File: src/rtl/gray_code_counter_if.sv
// Bundles the counter controls/status and the Gray-to-binary decoder channel.
// The master side drives the controls; the counter sits on the slave side.
interface gray_code_counter_if #(
    parameter int WIDTH = 3
);
    logic             en;
    logic             up;
    logic             load;
    logic [WIDTH-1:0] load_bin;
    logic [WIDTH-1:0] bin;
    logic [WIDTH-1:0] gray;
    logic             wrap;
    logic [WIDTH-1:0] g2b_in;
    logic             g2b_vin;
    logic [WIDTH-1:0] g2b_out;
    logic             g2b_vout;

    modport master (
        output en, up, load, load_bin, g2b_in, g2b_vin,
        input  bin, gray, wrap, g2b_out, g2b_vout
    );

    modport slave (
        input  en, up, load, load_bin, g2b_in, g2b_vin,
        output bin, gray, wrap, g2b_out, g2b_vout
    );
endinterface

File: src/rtl/gray_code_counter.sv
// Up/down binary counter with a registered Gray-code mirror and roll-over pulse,
// plus an independent one-cycle-latency Gray-to-binary decoder.
module gray_code_counter #(
    parameter int WIDTH = 3
) (
    input logic                clk,
    input logic                rst_n,
    gray_code_counter_if.slave bus
);

    logic [WIDTH-1:0] bin_q;
    logic [WIDTH-1:0] gray_q;
    logic             wrap_q;
    logic [WIDTH-1:0] bin_next;
    logic [WIDTH-1:0] dec;
    logic [WIDTH-1:0] g2b_out_q;
    logic             g2b_vout_q;

    function automatic logic [WIDTH-1:0] to_gray(input logic [WIDTH-1:0] b);
        return b ^ (b >> 1);
    endfunction

    always_comb begin
        bin_next = bin_q;
        if (bus.up) begin
            bin_next = bin_q + WIDTH'(1);
        end else begin
            bin_next = bin_q - WIDTH'(1);
        end
    end

    // Gray is computed from the next binary value so both registers move together.
    always_ff @(posedge clk or negedge rst_n) begin
        if (!rst_n) begin
            bin_q  <= '0;
            gray_q <= '0;
            wrap_q <= 1'b0;
        end else if (bus.load) begin
            bin_q  <= bus.load_bin;
            gray_q <= to_gray(bus.load_bin);
            wrap_q <= 1'b0;
        end else if (bus.en) begin
            bin_q  <= bin_next;
            gray_q <= to_gray(bin_next);
            wrap_q <= bus.up ? (&bin_q) : ~(|bin_q);
        end else begin
            wrap_q <= 1'b0;
        end
    end

    // Binary bit i is the XOR of all Gray bits from i up to the MSB.
    always_comb begin
        dec = '0;
        for (int i = 0; i < WIDTH; i++) begin
            dec[i] = ^(bus.g2b_in >> i);
        end
    end

    always_ff @(posedge clk or negedge rst_n) begin
        if (!rst_n) begin
            g2b_out_q  <= '0;
            g2b_vout_q <= 1'b0;
        end else begin
            g2b_vout_q <= bus.g2b_vin;
            if (bus.g2b_vin) begin
                g2b_out_q <= dec;
            end
        end
    end

    assign bus.bin      = bin_q;
    assign bus.gray     = gray_q;
    assign bus.wrap     = wrap_q;
    assign bus.g2b_out  = g2b_out_q;
    assign bus.g2b_vout = g2b_vout_q;

endmodule

File: src/flat_wrapper.sv
// flat-port wrapper written by rule: the top's interface ports become plain ports
module gray_code_counter_flat 
#(
    parameter int WIDTH = 3
)
  (clk, rst_n, bus_en, bus_up, bus_load, bus_load_bin, bus_g2b_in, bus_g2b_vin, bus_bin, bus_gray, bus_wrap, bus_g2b_out, bus_g2b_vout);
  gray_code_counter_if #(.WIDTH(WIDTH)) bus_i ();
  input logic clk;
  input logic rst_n;
  input wire logic [$bits(bus_i.en)-1:0] bus_en;
  input wire logic [$bits(bus_i.up)-1:0] bus_up;
  input wire logic [$bits(bus_i.load)-1:0] bus_load;
  input wire logic [$bits(bus_i.load_bin)-1:0] bus_load_bin;
  input wire logic [$bits(bus_i.g2b_in)-1:0] bus_g2b_in;
  input wire logic [$bits(bus_i.g2b_vin)-1:0] bus_g2b_vin;
  output wire logic [$bits(bus_i.bin)-1:0] bus_bin;
  output wire logic [$bits(bus_i.gray)-1:0] bus_gray;
  output wire logic [$bits(bus_i.wrap)-1:0] bus_wrap;
  output wire logic [$bits(bus_i.g2b_out)-1:0] bus_g2b_out;
  output wire logic [$bits(bus_i.g2b_vout)-1:0] bus_g2b_vout;
  assign bus_i.en = bus_en;
  assign bus_i.up = bus_up;
  assign bus_i.load = bus_load;
  assign bus_i.load_bin = bus_load_bin;
  assign bus_i.g2b_in = bus_g2b_in;
  assign bus_i.g2b_vin = bus_g2b_vin;
  assign bus_bin = bus_i.bin;
  assign bus_gray = bus_i.gray;
  assign bus_wrap = bus_i.wrap;
  assign bus_g2b_out = bus_i.g2b_out;
  assign bus_g2b_vout = bus_i.g2b_vout;
  gray_code_counter #(.WIDTH(WIDTH)) u_core (.clk(clk), .rst_n(rst_n), .bus(bus_i));
endmodule
File: config.mk
export PLATFORM = sky130hd
export DESIGN_NAME = gray_code_counter_flat
export DESIGN_NICKNAME = d
export VERILOG_FILES = /design/src/rtl/gray_code_counter_if.sv /design/src/rtl/gray_code_counter.sv /design/src/flat_wrapper.sv
export SDC_FILE = /design/constraint.sdc
export NUM_CORES = 1
export LEC_CHECK = 0
export CAP_MARGIN = 20
export CORE_UTILIZATION = 39
export DETAILED_ROUTE_END_ITERATION = 16
export GPL_ROUTABILITY_DRIVEN = 0
export GPL_TIMING_DRIVEN = 0
export PLACE_DENSITY = 0.75
export SLEW_MARGIN = 15
export SYNTH_ARGS = -nofsm -noshare
export SYNTH_HDL_FRONTEND = slang
export SYNTH_SLANG_ARGS = --single-unit
File: constraint.sdc
create_clock -name clk -period 1.81 [get_ports clk]
set_input_delay 0.2715 -clock clk [delete_from_list [all_inputs] [get_ports clk]]
set_output_delay 0.2715 -clock clk [all_outputs]
set_load 0.05 [all_outputs]
# Yosys cells after proc, flatten, opt, wreduce, memory -nomap -nowiden
# Cells that the tools add are included.
[totals] wordCells=24 output_inout_bits=11 inputBits=12 reg_bits=11
[op_classes] add_sub_neg=2 mux=8 reduce_logical=6 bitwise=3
[ops] cell="3-bit 2-to-1 mux" n=5
[ops] cell="3-bit XOR reduction" n=3
[ops] cell="3-bit by 2-bit XOR with 3-bit output" n=2
[ops] cell="3-bit by 1-bit adder with 3-bit output (second input constant)" n=1
[ops] cell="1-bit 2-to-1 mux" n=3
[ops] cell="3-bit AND reduction" n=1
[ops] cell="3-bit OR reduction" n=1
[ops] cell="3-bit by 1-bit subtractor with 3-bit output (second input constant)" n=1
[ops] cell="2-bit nonzero test" n=1
[ops] cell="1-bit NOT" n=1

# Longest topological paths before layout
# Gate-level depths: netlist (run 1).
[depth] ltp_word=5 ltp_mapped=5 ltp_nobuf=5

# Least setup slack after synthesis (run 1)
# OpenSTA, ideal clock, no wires.
[synth_timing] kind="flip-flop to flip-flop" startpoint="register u_core.bin_q[0] (netlist: u_core.bus.bin[0])" endpoint="register u_core.gray_q[2] (netlist: u_core.bus.gray[2])" required_time_ns=1.741 stages_incl_launch_ff=5 path_buffers=0 setup_ns=0.069 synth_period_minus_slack_ns=1.823 t_arrival_ns=1.754 setup_slack_ns=-0.013 cell_sequence="dfrtp_1 fa_1 xor2_1 or4_1 nand3_1"
[synth_between] elab_chain_cells=5 elab_cells_between_ends=6 classes_between="2 x add/sub; 3 x mux; 1 x bitwise"
[synth_rtl] element="start, declared" line="gray_code_counter.sv:11" text="logic [WIDTH-1:0] bin_q;"
[synth_rtl] element="start signal, assigned" line="gray_code_counter.sv:39" text="bin_q <= bus.load_bin;"
[synth_rtl] element="start signal, assigned" line="gray_code_counter.sv:43" text="bin_q <= bin_next;"
[synth_rtl] element="3-bit by 1-bit subtractor with 3-bit output or 3-bit by 1-bit adder with 3-bit output (tied branches)" line="gray_code_counter.sv:28, gray_code_counter.sv:26"
[synth_rtl] element="3-bit 2-to-1 mux *" line="gray_code_counter.sv:25" text="if (bus.up) begin"
[synth_rtl] element="3-bit by 2-bit XOR with 3-bit output *" line="gray_code_counter.sv:20" text="return b ^ (b >> 1);"
[synth_rtl] element="3-bit 2-to-1 mux *" line="gray_code_counter.sv:42" text="end else if (bus.en) begin"
[synth_rtl] element="3-bit 2-to-1 mux *" line="gray_code_counter.sv:38" text="end else if (bus.load) begin"
[synth_rtl] element="end signal, assigned" line="gray_code_counter.sv:40" text="gray_q <= to_gray(bus.load_bin);"
[synth_rtl] element="end signal, assigned" line="gray_code_counter.sv:44" text="gray_q <= to_gray(bin_next);"
[synth_rtl] element="end, declared" line="gray_code_counter.sv:12" text="logic [WIDTH-1:0] gray_q;"
# Mark *: on every way between the ends. The rest lies on a longest branch, timed or not. The select of a mux whose other input is x is not followed.
# A chain may end at the register's enable or synchronous reset.

# Worst setup path after layout (run 1)
[layout_timing] startpoint="input port bus_up" endpoint="register u_core.gray_q[2] (netlist: u_core.bus.gray[2])"
[layout_between] elab_chain_cells=4
[layout_rtl] element="start, declared" line="flat_wrapper.sv:11" text="input wire logic [$bits(bus_i.up)-1:0] bus_up;"
[layout_rtl] element="3-bit 2-to-1 mux" line="gray_code_counter.sv:25"
[layout_rtl] element="3-bit by 2-bit XOR with 3-bit output" line="gray_code_counter.sv:20"
[layout_rtl] element="3-bit 2-to-1 mux" line="gray_code_counter.sv:42"
[layout_rtl] element="3-bit 2-to-1 mux" line="gray_code_counter.sv:38"
# Every way passes these cells. The select of a mux whose other input is x is not followed.

==> results.txt, run 1 <==
status = finished clean
clk root buf = clkbuf_4
clk sinks = 10
vias post-DR = 446
Nets = 88
Critical Path Slowest Stage Cell = clkdlybuf4s50_1
Row Count = 12
initial antenna violation count = 0
initial drt markers = 4
max incr delay on CP = 0.53 ns
overall power = 0.821 mW
# DRC = 0
Critical Path RT = 2.01 ns
Inst Count DP = 84
Final Max Tran Viols = 0
Max Root-Sink Buffers = 2
Mapped Area = 532 um2
Tcrit/Tclk final = 0.939
final WL = 1030 um
worst setup path class = in -> reg
largest net degree at the start of global routing = 11
CTS Hold Bufs = 0
Hold Crit Class = in -> async
crit path max fanout = 4
Leak Pwr = 0.348 nW
die height = 38.9 um
Synth Register Bits = 10
total CTS buffers = 3
Antenna Cells = 0
H-tree Lvls = 1
Clock Latency Late Sink = 0.26 ns
vias in the first global route = 389
total track usage = 0.174
reg2reg start = u_core.bus.bin[0]$_DFFE_PN0P_
Setup Buffers After CTS = 0
critical path launch point type = input port
core area = 1190 um2
area grow syn2layout = 49.6%
cell breakdown of the critical path = clkdlybuf4s50_1 -> inv_1 -> fa_1 -> xor2_1 -> or4_1 -> nand3_1
Pwr Density = 1030 nW/um2
max-cap violations = 0
DRT antenna net count = 0
syn avg cell area = 10.9 um2
io pins = 23
Worst setup EP type = flop
die extent in x = 38.9 um
setup violators final = 0
CTS tree = done
initial cell density of the core = 0.448
Hold Vio Cnt, Final = 0
Worst-path clk slew = 0.07 ns
CP startpoint = bus_up
first-pass GRT wire length = 1700 um
syn_nets = 62
RSZ-0062 raised after global routing = false
share of cells above drive strength 1 = 0.176
WL/cell = 11.7 um
Cells after Synth = 49
I/O Buffers = 21
Distinct cells, synth = 21
Slew Limit Headroom = 0.662
grt ovf = 0
cells on worst reg2reg path = 4
Worst path depth = 6
Bufs and invs on worst path = 2
Final min period = 1.70 ns
Least-Margin Pin Slew = 0.506 ns
Highest Clock Rate = 588 MHz
Seq/Total Area, Yosys = 0.471
Final Instance Count excl. Fillers = 88
Synth Warn # = 0
Util after Layout = 0.671
vias per cell = 5.07
CP delay by family, top = buffers and inverters
clk_skew = 0.00267 ns
drt pass-1 iters = 4
VDD IR max = 0.000665 V
die footprint = 1520 um2
CP arrival = 1.90 ns
## final timing paths
| kind | to | slack [ns] |
|---|---|---|
| max in group asynchronous | u_core.bus.bin[0]$_DFFE_PN0P_ | 1.17 |
| setup / recovery | u_core.bus.gray[2]$_DFFE_PN0P_ | 0.11 |
| setup reg to reg | u_core.bus.gray[2]$_DFFE_PN0P_ | 0.19 |
| hold / removal | u_core.bus.g2b_out[1]$_DFFE_PN0P_ | 0.31 |
| min in group clk | u_core.bus.gray[0]$_DFFE_PN0P_ | 0.35 |
| hold reg to reg | u_core.bus.g2b_out[2]$_DFFE_PN0P_ | 0.51 |
## state kept, by name, indices dropped and copies added (netlist names)
register	count
u_core.bus.g2b_out	3
u_core.bus.gray	3
u_core.bus.bin	2
u_core.bus.g2b_vout	1
u_core.bus.wrap	1
## power by group
part / internal, mW / switching, mW
Clock: 0.122 / 0.0789
Sequential: 0.254 / 0.0277
Combinational: 0.137 / 0.200
Total: 0.514 / 0.307
## metrics by stage
stage                     TNS (ns)  worst slack [ns]  area, um2  hold WS, ns
after floorplan                  0            0.0384        533      -0.0241
after global placement      -0.400            -0.157        761        0.489
after detailed placement    -0.456            -0.165        761        0.495
after CTS                        0           0.00106        793        0.322
after global routing             0            0.0172        796        0.331
final                            0             0.110        796        0.308
## final cells by class
class	count	area (um2)
inverters	2	7.51
multi-input cells	34	251
clock buffers	4	36.3
flip-flops and latches	10	251
well taps	14	17.5
repair buffers	21	209
plain buffers	3	22.5
fillers	102	390
## worst register-to-register path, stage by stage, from the launching register on
cell and delay [ns]:
dfrtp_2 0.46, fa_1 0.44, xor2_1 0.18, or4_1 0.40, nand3_1 0.09
## layout by cell type, fill, tap and decap left out, drive strengths merged
| cell type | instances |
|---|---|
| a211oi | 1 |
| a21oi | 3 |
| a22oi | 1 |
| and2b | 2 |
| buf | 3 |
| clkbuf | 4 |
| clkdlybuf4s50 | 17 |
| dfrtp | 10 |
| dlygate4sd2 | 3 |
| dlymetal6s2s | 1 |
| fa | 1 |
| inv | 2 |
| mux2 | 2 |
| mux2i | 1 |
| nand2 | 3 |
| nand3 | 1 |
| nand4 | 1 |
| nor2 | 2 |
| o21ai | 4 |
| or2b | 1 |
| or4 | 2 |
| xnor2 | 7 |
| xor2 | 2 |
## kinds of logic after synthesis
logic type / after synthesis / synth area share
and+or+nand+nor: 12 / 0.132
DFF: 10 / 0.471
AOI/OAI and AO/OA: 9 / 0.0941
xor gates and xnor gates: 9 / 0.148
buffers and inverters: 5 / 0.0565
muxes: 3 / 0.0612
adders and majority gates: 1 / 0.0376
## synthesized netlist by cell type, drive strengths merged
cell type  number  area, um2
dfrtp          10        250
xnor2           7       61.3
o21ai           4       20.0
a21oi           3       15.0
buf             3       22.5
nand2           3       11.3
and2b           2       17.5
inv             2       7.50
mux2            2       22.5
nor2            2       7.51
or4             2       15.0
xor2            2       17.5
a211oi          1       7.51
a22oi           1       7.51
fa              1       20.0
mux2i           1       10.0
nand3           1       5.00
nand4           1       6.26
or2b            1       7.51
## repair_timing
item / 4_1_cts / 5_1_grt
cloned: 0 / 0
setup endpoints to repair: 3 / 1
gates resized for setup: 3 / 1
## layer usage
layer  vias up  track usage  wire length (um)
li1        217            -                 -
met1       210        0.211               491
met2        17        0.267               469
met3         2       0.0867                62
met4         0       0.0517                 4
met5         -            0                 0
Note: power is estimated with default switching activity, not from simulation.
==> run 2, diff against run 1 <==
--- a/config.mk
+++ b/config.mk
@@ -10,7 +10,7 @@
 export DETAILED_ROUTE_END_ITERATION = 16
 export GPL_ROUTABILITY_DRIVEN = 0
 export GPL_TIMING_DRIVEN = 0
-export PLACE_DENSITY = 0.75
+export PLACE_DENSITY = 0.76
 export SLEW_MARGIN = 15
 export SYNTH_ARGS = -nofsm -noshare
 export SYNTH_HDL_FRONTEND = slang
==> run 2 against run 1 <==
Effect of this change:
- sequential share of layout area up 0.56 points
- total power down 5.5%
- sequential cell count unchanged
- via count down 2.0%
- maximum frequency down 0.92%
- clock skew up 0.0056 ns
- non-clock buffer count unchanged
- setup slack worse by 0.016 ns
- utilization down 1.2 points
- design area down 1.7%
- count of clock-buffer cells in the layout unchanged
- routed wire length down 0.49%
- critical endpoint unchanged
- largest power group unchanged
- highest routed layer unchanged
==> results.txt, run 2 (synthesis results as in run 1) <==
most frequent cells in the layout = 17 x clkdlybuf4s50_1, 9 x dfrtp_1, 7 x xnor2_1
initial drt markers = 3 (-1)
met2 usage = 0.283 (+0.0167)
grt ovf = 0 (unchanged)
vias in the first global route = 396 (+1.8%)
Reg power frac = 0.363 (+0.019)
Pwr Density = 991 nW/um2 (-3.9%)
CTS tree = done
worst setup path class = in -> reg
CP arrival = 1.91 ns (about the same)
area grow syn2layout = 47.1%
met1 GRT Util = 0.167 (-0.0442)
R2R Setup Slk = 0.17 ns (-0.02 ns)
post-cts sizing count = 4 (+1)
Clock Latency Late Sink = 0.27 ns (about the same)
DRT antenna net count = 0 (unchanged)
vias per cell = 4.97 (-2.0%)
reg2reg start = u_core.bus.bin[0]$_DFFE_PN0P_
CTS Hold Bufs = 0 (unchanged)
total CTS buffers = 3 (unchanged)
most common cell after layout, fill and taps aside = clkdlybuf4s50_1
WL/cell = 11.6 um (-0.49%)
Antenna Cells = 0 (unchanged)
Net Switching = 0.300 mW (-2.3%)
Placement Setup Slack = -0.175 ns (-0.00961 ns)
Most Crowded Layer GR = met2
Slew Limit Headroom = 0.669 (+0.00767)
Nets = 88 (unchanged)
Final Max Tran Viols = 0 (unchanged)
clock network fraction of total power = 0.208 (-0.037)
die footprint = 1520 um2 (unchanged)
Util after Layout = 0.659 (-0.0116)
core area = 1190 um2 (unchanged)
vias post-DR = 437 (-2.0%)
Row Count = 12 (unchanged)
Max Root-Sink Buffers = 2 (unchanged)
# fillers = 119 (+17%)
Worst setup EP type = flop
setup violators final = 0 (unchanged)
Leak Pwr = 0.333 nW (-4.2%)
# DRC = 0 (unchanged)
setup ws final = 0.0943 ns (-0.0159 ns)
die extent in x = 38.9 um (unchanged)
Hold Crit Class = in -> async
Int Pwr = 0.475 mW (-7.5%)
combinational share of power = 0.430 (+0.019)
worst flop-to-flop path endpoint = u_core.bus.gray[2]$_DFFE_PN0P_
sw frac = 0.387 (+0.0129)
H-tree Lvls = 1 (unchanged)
total track usage = 0.167 (-0.00627)
Highest Clock Rate = 583 MHz (-0.92%)
Worst-path clk slew = 0.07 ns (about the same)
clk_skew = 0.00827 ns (+0.00561 ns)
clk root buf = clkbuf_4
Inst Count DP = 84 (unchanged)
Final Instance Count excl. Fillers = 88 (unchanged)
max-cap violations = 0 (unchanged)
Final min period = 1.72 ns (+0.0159 ns)
RSZ-0062 raised after global routing = false
die height = 38.9 um (unchanged)
Tcrit/Tclk final = 0.948 (+0.00876)
first-pass GRT wire length = 1570 um (-8.1%)
final WL = 1020 um (-0.49%)
I/O Buffers = 21 (unchanged)
status = finished clean
Critical Path RT = 2.01 ns (about the same)
Least-Margin Pin Slew = 0.495 ns (-0.0115 ns)
GRT met3 Usage = 0.104 (+0.0173)
clk sinks = 10 (unchanged)
io pins = 23 (unchanged)
Hold Vio Cnt, Final = 0 (unchanged)
DP Wirelength = 816 um
drt pass-1 iters = 2 (-2)
initial cell density of the core = 0.448 (unchanged)
Setup Buffers After CTS = 0 (unchanged)
share of cells above drive strength 1 = 0.162 (-0.0135)
initial antenna violation count = 0 (unchanged)
VDD IR max = 0.000528 V (-21%)
crit path max fanout = 4 (unchanged)
cells on worst reg2reg path = 4 (unchanged)
critical path launch point type = input port
largest net degree at the start of global routing = 11 (unchanged)
[run 2: final cells by class]
cell class                      instances  area, um2  share of cell area
Sequential cell                        10        251               0.322
Multi-Input combinational cell         34        251               0.322
Timing Repair Buffer                   21        205               0.262
Clock buffer                            4       26.3              0.0336
Buffer                                  3       22.5              0.0288
Tap cell                               14       17.5              0.0224
Inverter                                2       7.51             0.00960
[run 2: worst max-delay path: stages]
cell             delay, ns
clkdlybuf4s50_1       0.53
inv_1                 0.07
fa_1                  0.38
xor2_1                0.18
or4_1                 0.40
nand3_1               0.09
[run 2: power groups by stage]
stage	Sequential, mW	Clock, mW	Combinational [mW]
after floorplan	0.391	0	0.122
after global placement	0.285	0	0.341
after detailed placement	0.287	0	0.345
after CTS	0.282	0.171	0.338
after global routing	0.287	0.182	0.356
final	0.281	0.161	0.333
[run 2: worst max path at each step]
stage,from,endpoint,slack [ns],depth (start not counted)
CTS,u_core.bus.gray[0]$_DFFE_PN0P_,bus_gray[0],0.09,1
finish,bus_up,u_core.bus.gray[2]$_DFFE_PN0P_,0.09,6
detailed placement,bus_up,u_core.bus.gray[2]$_DFFE_PN0P_,-0.17,6
global route,bus_up,u_core.bus.gray[2]$_DFFE_PN0P_,0.04,6
floorplan,u_core.bus.bin[1]$_DFFE_PN0P_,u_core.bus.gray[0]$_DFFE_PN0P_,0.04,4
global placement,bus_up,u_core.bus.gray[0]$_DFFE_PN0P_,-0.16,6
[run 2: through the flow]
stage	total power, mW	hold WS, ns	setup TNS, ns	instance area [um2]
floorplan	0.513	-0.0241	0	533
global placement	0.627	0.492	-0.424	761
detailed placement	0.632	0.501	-0.470	761
CTS	0.790	0.321	0	782
global route	0.825	0.342	0	782
finish	0.775	0.318	0	782
[run 2: layer usage]
| layer | vias to the layer above | wire length, um | part of all wire |
|---|---|---|---|
| li1 | 217 | - | - |
| met1 | 205 | 431 | 0.42 |
| met2 | 13 | 528 | 0.52 |
| met3 | 2 | 54 | 0.053 |
| met4 | 0 | 8 | 0.0078 |
| met5 | - | 0 | 0 |
==> run 3, diff against run 2 <==
--- a/config.mk
+++ b/config.mk
@@ -6,11 +6,13 @@
 export NUM_CORES = 1
 export LEC_CHECK = 0
 export CAP_MARGIN = 20
-export CORE_UTILIZATION = 39
+export CORE_AREA = 2 2 39 41
 export DETAILED_ROUTE_END_ITERATION = 16
+export DIE_AREA = 0 0 41 43
 export GPL_ROUTABILITY_DRIVEN = 0
 export GPL_TIMING_DRIVEN = 0
-export PLACE_DENSITY = 0.76
+export PLACE_DENSITY = 0.77
+export REMOVE_ABC_BUFFERS = 1
 export SLEW_MARGIN = 15
 export SYNTH_ARGS = -nofsm -noshare
 export SYNTH_HDL_FRONTEND = slang
==> constraint.sdc (replaced) <==
create_clock -name clk -period 2.15 [get_ports clk]
set_input_delay 0.3225 -clock clk [delete_from_list [all_inputs] [get_ports clk]]
set_output_delay 0.3225 -clock clk [all_outputs]
set_load 0.05 [all_outputs]
==> run 3 against run 2 <==
Effect of this change:
- sequential cell count unchanged
- utilization decreased by 9.1 points
- setup slack improved by 0.13 ns
- sequential power is 16% lower
==> results.txt, run 3 (synthesis results as in run 1) <==
clock network fraction of total power = 0.247 (+0.039)
critical path launch point type = flop
die extent in x = 41 um (+5.3%)
VDD IR max = 0.000406 V (-23%)
Max Root-Sink Buffers = 2 (unchanged)
WL/cell = 11.9 um (+2.8%)
cell breakdown of the critical path = clkdlybuf4s50_1
Setup Total Neg Slack = 0 ns (unchanged)
met1 WL = 469 um (+8.8%)
clk sinks = 10 (unchanged)
Reg power frac = 0.342 (-0.021)
Final Instance Count excl. Fillers = 88 (unchanged)
largest net degree at the start of global routing = 13 (+2)
Critical Path RT = 1.83 ns (-0.18 ns)
Final min period = 1.92 ns
core area = 1380 um2 (+17%)
Pwr Density = 879 nW/um2 (-11%)
DP Wirelength = 776 um (-4.8%)
area grow syn2layout = 47.8%
grt ovf = 0 (unchanged)
vias post-DR = 416 (-4.8%)
Hold Vio Cnt, Final = 0 (unchanged)
FF+latch area = 250 um2 (-0.50%)
initial cell density of the core = 0.384 (-0.0640)
Worst setup EP type = primary output
setup violators final = 0 (unchanged)
die footprint = 1760 um2 (+16%)
max-cap violations = 0 (unchanged)
io pins = 23 (unchanged)
initial drt markers = 8 (+5)
Bufs and invs on worst path = 1 (-1)
RSZ-0062 raised after global routing = false
Worst-path clk slew = 0.07 ns (about the same)
Critical Path Slowest Stage Cell = clkdlybuf4s50_1
worst setup path class = reg -> out
initial antenna violation count = 0 (unchanged)
Setup Buffers After CTS = 0 (unchanged)
Final Max Tran Viols = 0 (unchanged)
Top Layer Used = met3
Row Count = 14 (+2)
combinational share of power = 0.411 (-0.019)
crit path max fanout = 6 (+2)
clk root buf = clkbuf_4
most frequent cells in the layout = 22 x clkdlybuf4s50_1, 10 x dfrtp_1, 7 x xnor2_1
Inst Count DP = 84 (unchanged)
share of cells above drive strength 1 = 0.125 (-0.0372)
Net Switching = 0.257 mW (-14%)
post-cts sizing count = 0 (-4)
reg2reg start = u_core.bus.bin[0]$_DFFE_PN0P_
total track usage = 0.132 (-0.0356)
Hold Crit Class = in -> async
final WL = 1050 um (+2.8%)
Antenna Cells = 0 (unchanged)
first-pass GRT wire length = 1540 um (-1.8%)
I/O Buffers = 22 (+4.8%)
Nets = 86 (-2.3%)
CP delay by family, top = buffers and inverters
met2 wire len = 472 um (-11%)
CTS Hold Bufs = 0 (unchanged)
vias per cell = 4.73 (-4.8%)
Util after Layout = 0.568 (-0.0915)
Tcrit/Tclk final = 0.893
most common cell after layout, fill and taps aside = clkdlybuf4s50_1
Least-Margin Pin Slew = 0.500 ns (+0.00577 ns)
Slew Limit Headroom = 0.665 (-0.00386)
area occupied by multi-input gates = 251 um2 (unchanged)
Clock Latency Late Sink = 0.26 ns (about the same)
drt pass-1 iters = 4 (+2)
H-tree Lvls = 1 (unchanged)
DR WL met3 = 109 um (+100%)
clk_skew = 0.000150 ns (-0.00812 ns)
CTS tree = done
Highest Clock Rate = 521 MHz
DRT antenna net count = 0 (unchanged)
# fillers = 136 (+14%)
CP arrival = 1.60 ns (-0.31 ns)
die height = 43 um (+10%)
CP startpoint = u_core.bus.bin[0]$_DFFE_PN0P_
Int Pwr = 0.434 mW (-8.7%)
status = finished clean
sw frac = 0.372 (-0.0152)
Leak Pwr = 0.322 nW (-3.3%)
max incr delay on CP = 0.85 ns (+0.32 ns)
vias in the first global route = 373 (-5.8%)
# DRC = 0 (unchanged)
total CTS buffers = 3 (unchanged)
run 3: cell count changes in the layout (fill, tap and decap cells not counted), sizes merged:
cell           before  now
buf                 3    0
dlygate4sd2         4    0
clkdlybuf4s50      17   22
run 3: routing by layer:
| metal | up-vias | track usage |
|---|---|---|
| li1 | 213 | - |
| met1 | 184 | 0.166 |
| met2 | 19 | 0.194 |
| met3 | 0 | 0.0314 |
| met4 | 0 | 0.0800 |
| met5 | - | 0 |
run 3: final timing paths:
path,to,slack [ns],cells past startpoint
worst min-delay path,u_core.bus.wrap$_DFF_PN0_,0.37,1
worst min register to register,u_core.bus.g2b_out[0]$_DFFE_PN0P_,0.51,1
max in group asynchronous,u_core.bus.g2b_vout$_DFF_PN0_,1.47,1
min in group clk,u_core.bus.g2b_out[0]$_DFFE_PN0P_,0.51,1
worst max register to register,u_core.bus.gray[2]$_DFFE_PN0P_,0.48,4
worst max-delay path,bus_bin[0],0.23,1
run 3: power by group through the flow:
stage                     clock network, mW  logic (mW)  registers, mW
after floorplan                           0      0.0826          0.339
after global placement                    0       0.282          0.238
after detailed placement                  0       0.285          0.241
after CTS                             0.174       0.287          0.237
after global routing                  0.183       0.300          0.240
final                                 0.171       0.284          0.236
run 3: final cells by class:
cell class                      instances  area share
Clock buffer                            4      0.0462
Inverter                                2     0.00955
Multi-Input combinational cell         34       0.320
Sequential cell                        10       0.318
Tap cell                               16      0.0255
Timing Repair Buffer                   22       0.280
run 3: metrics by stage:
stage / instance area (um2) / power (mW) / hold WS [ns] / setup WS, ns
floorplan: 509 / 0.422 / 0.0269 / 0.327
global placement: 749 / 0.521 / 0.489 / 0.129
detailed placement: 749 / 0.525 / 0.498 / 0.109
CTS: 786 / 0.697 / 0.378 / 0.213
global route: 786 / 0.722 / 0.400 / 0.183
finish: 786 / 0.691 / 0.372 / 0.229
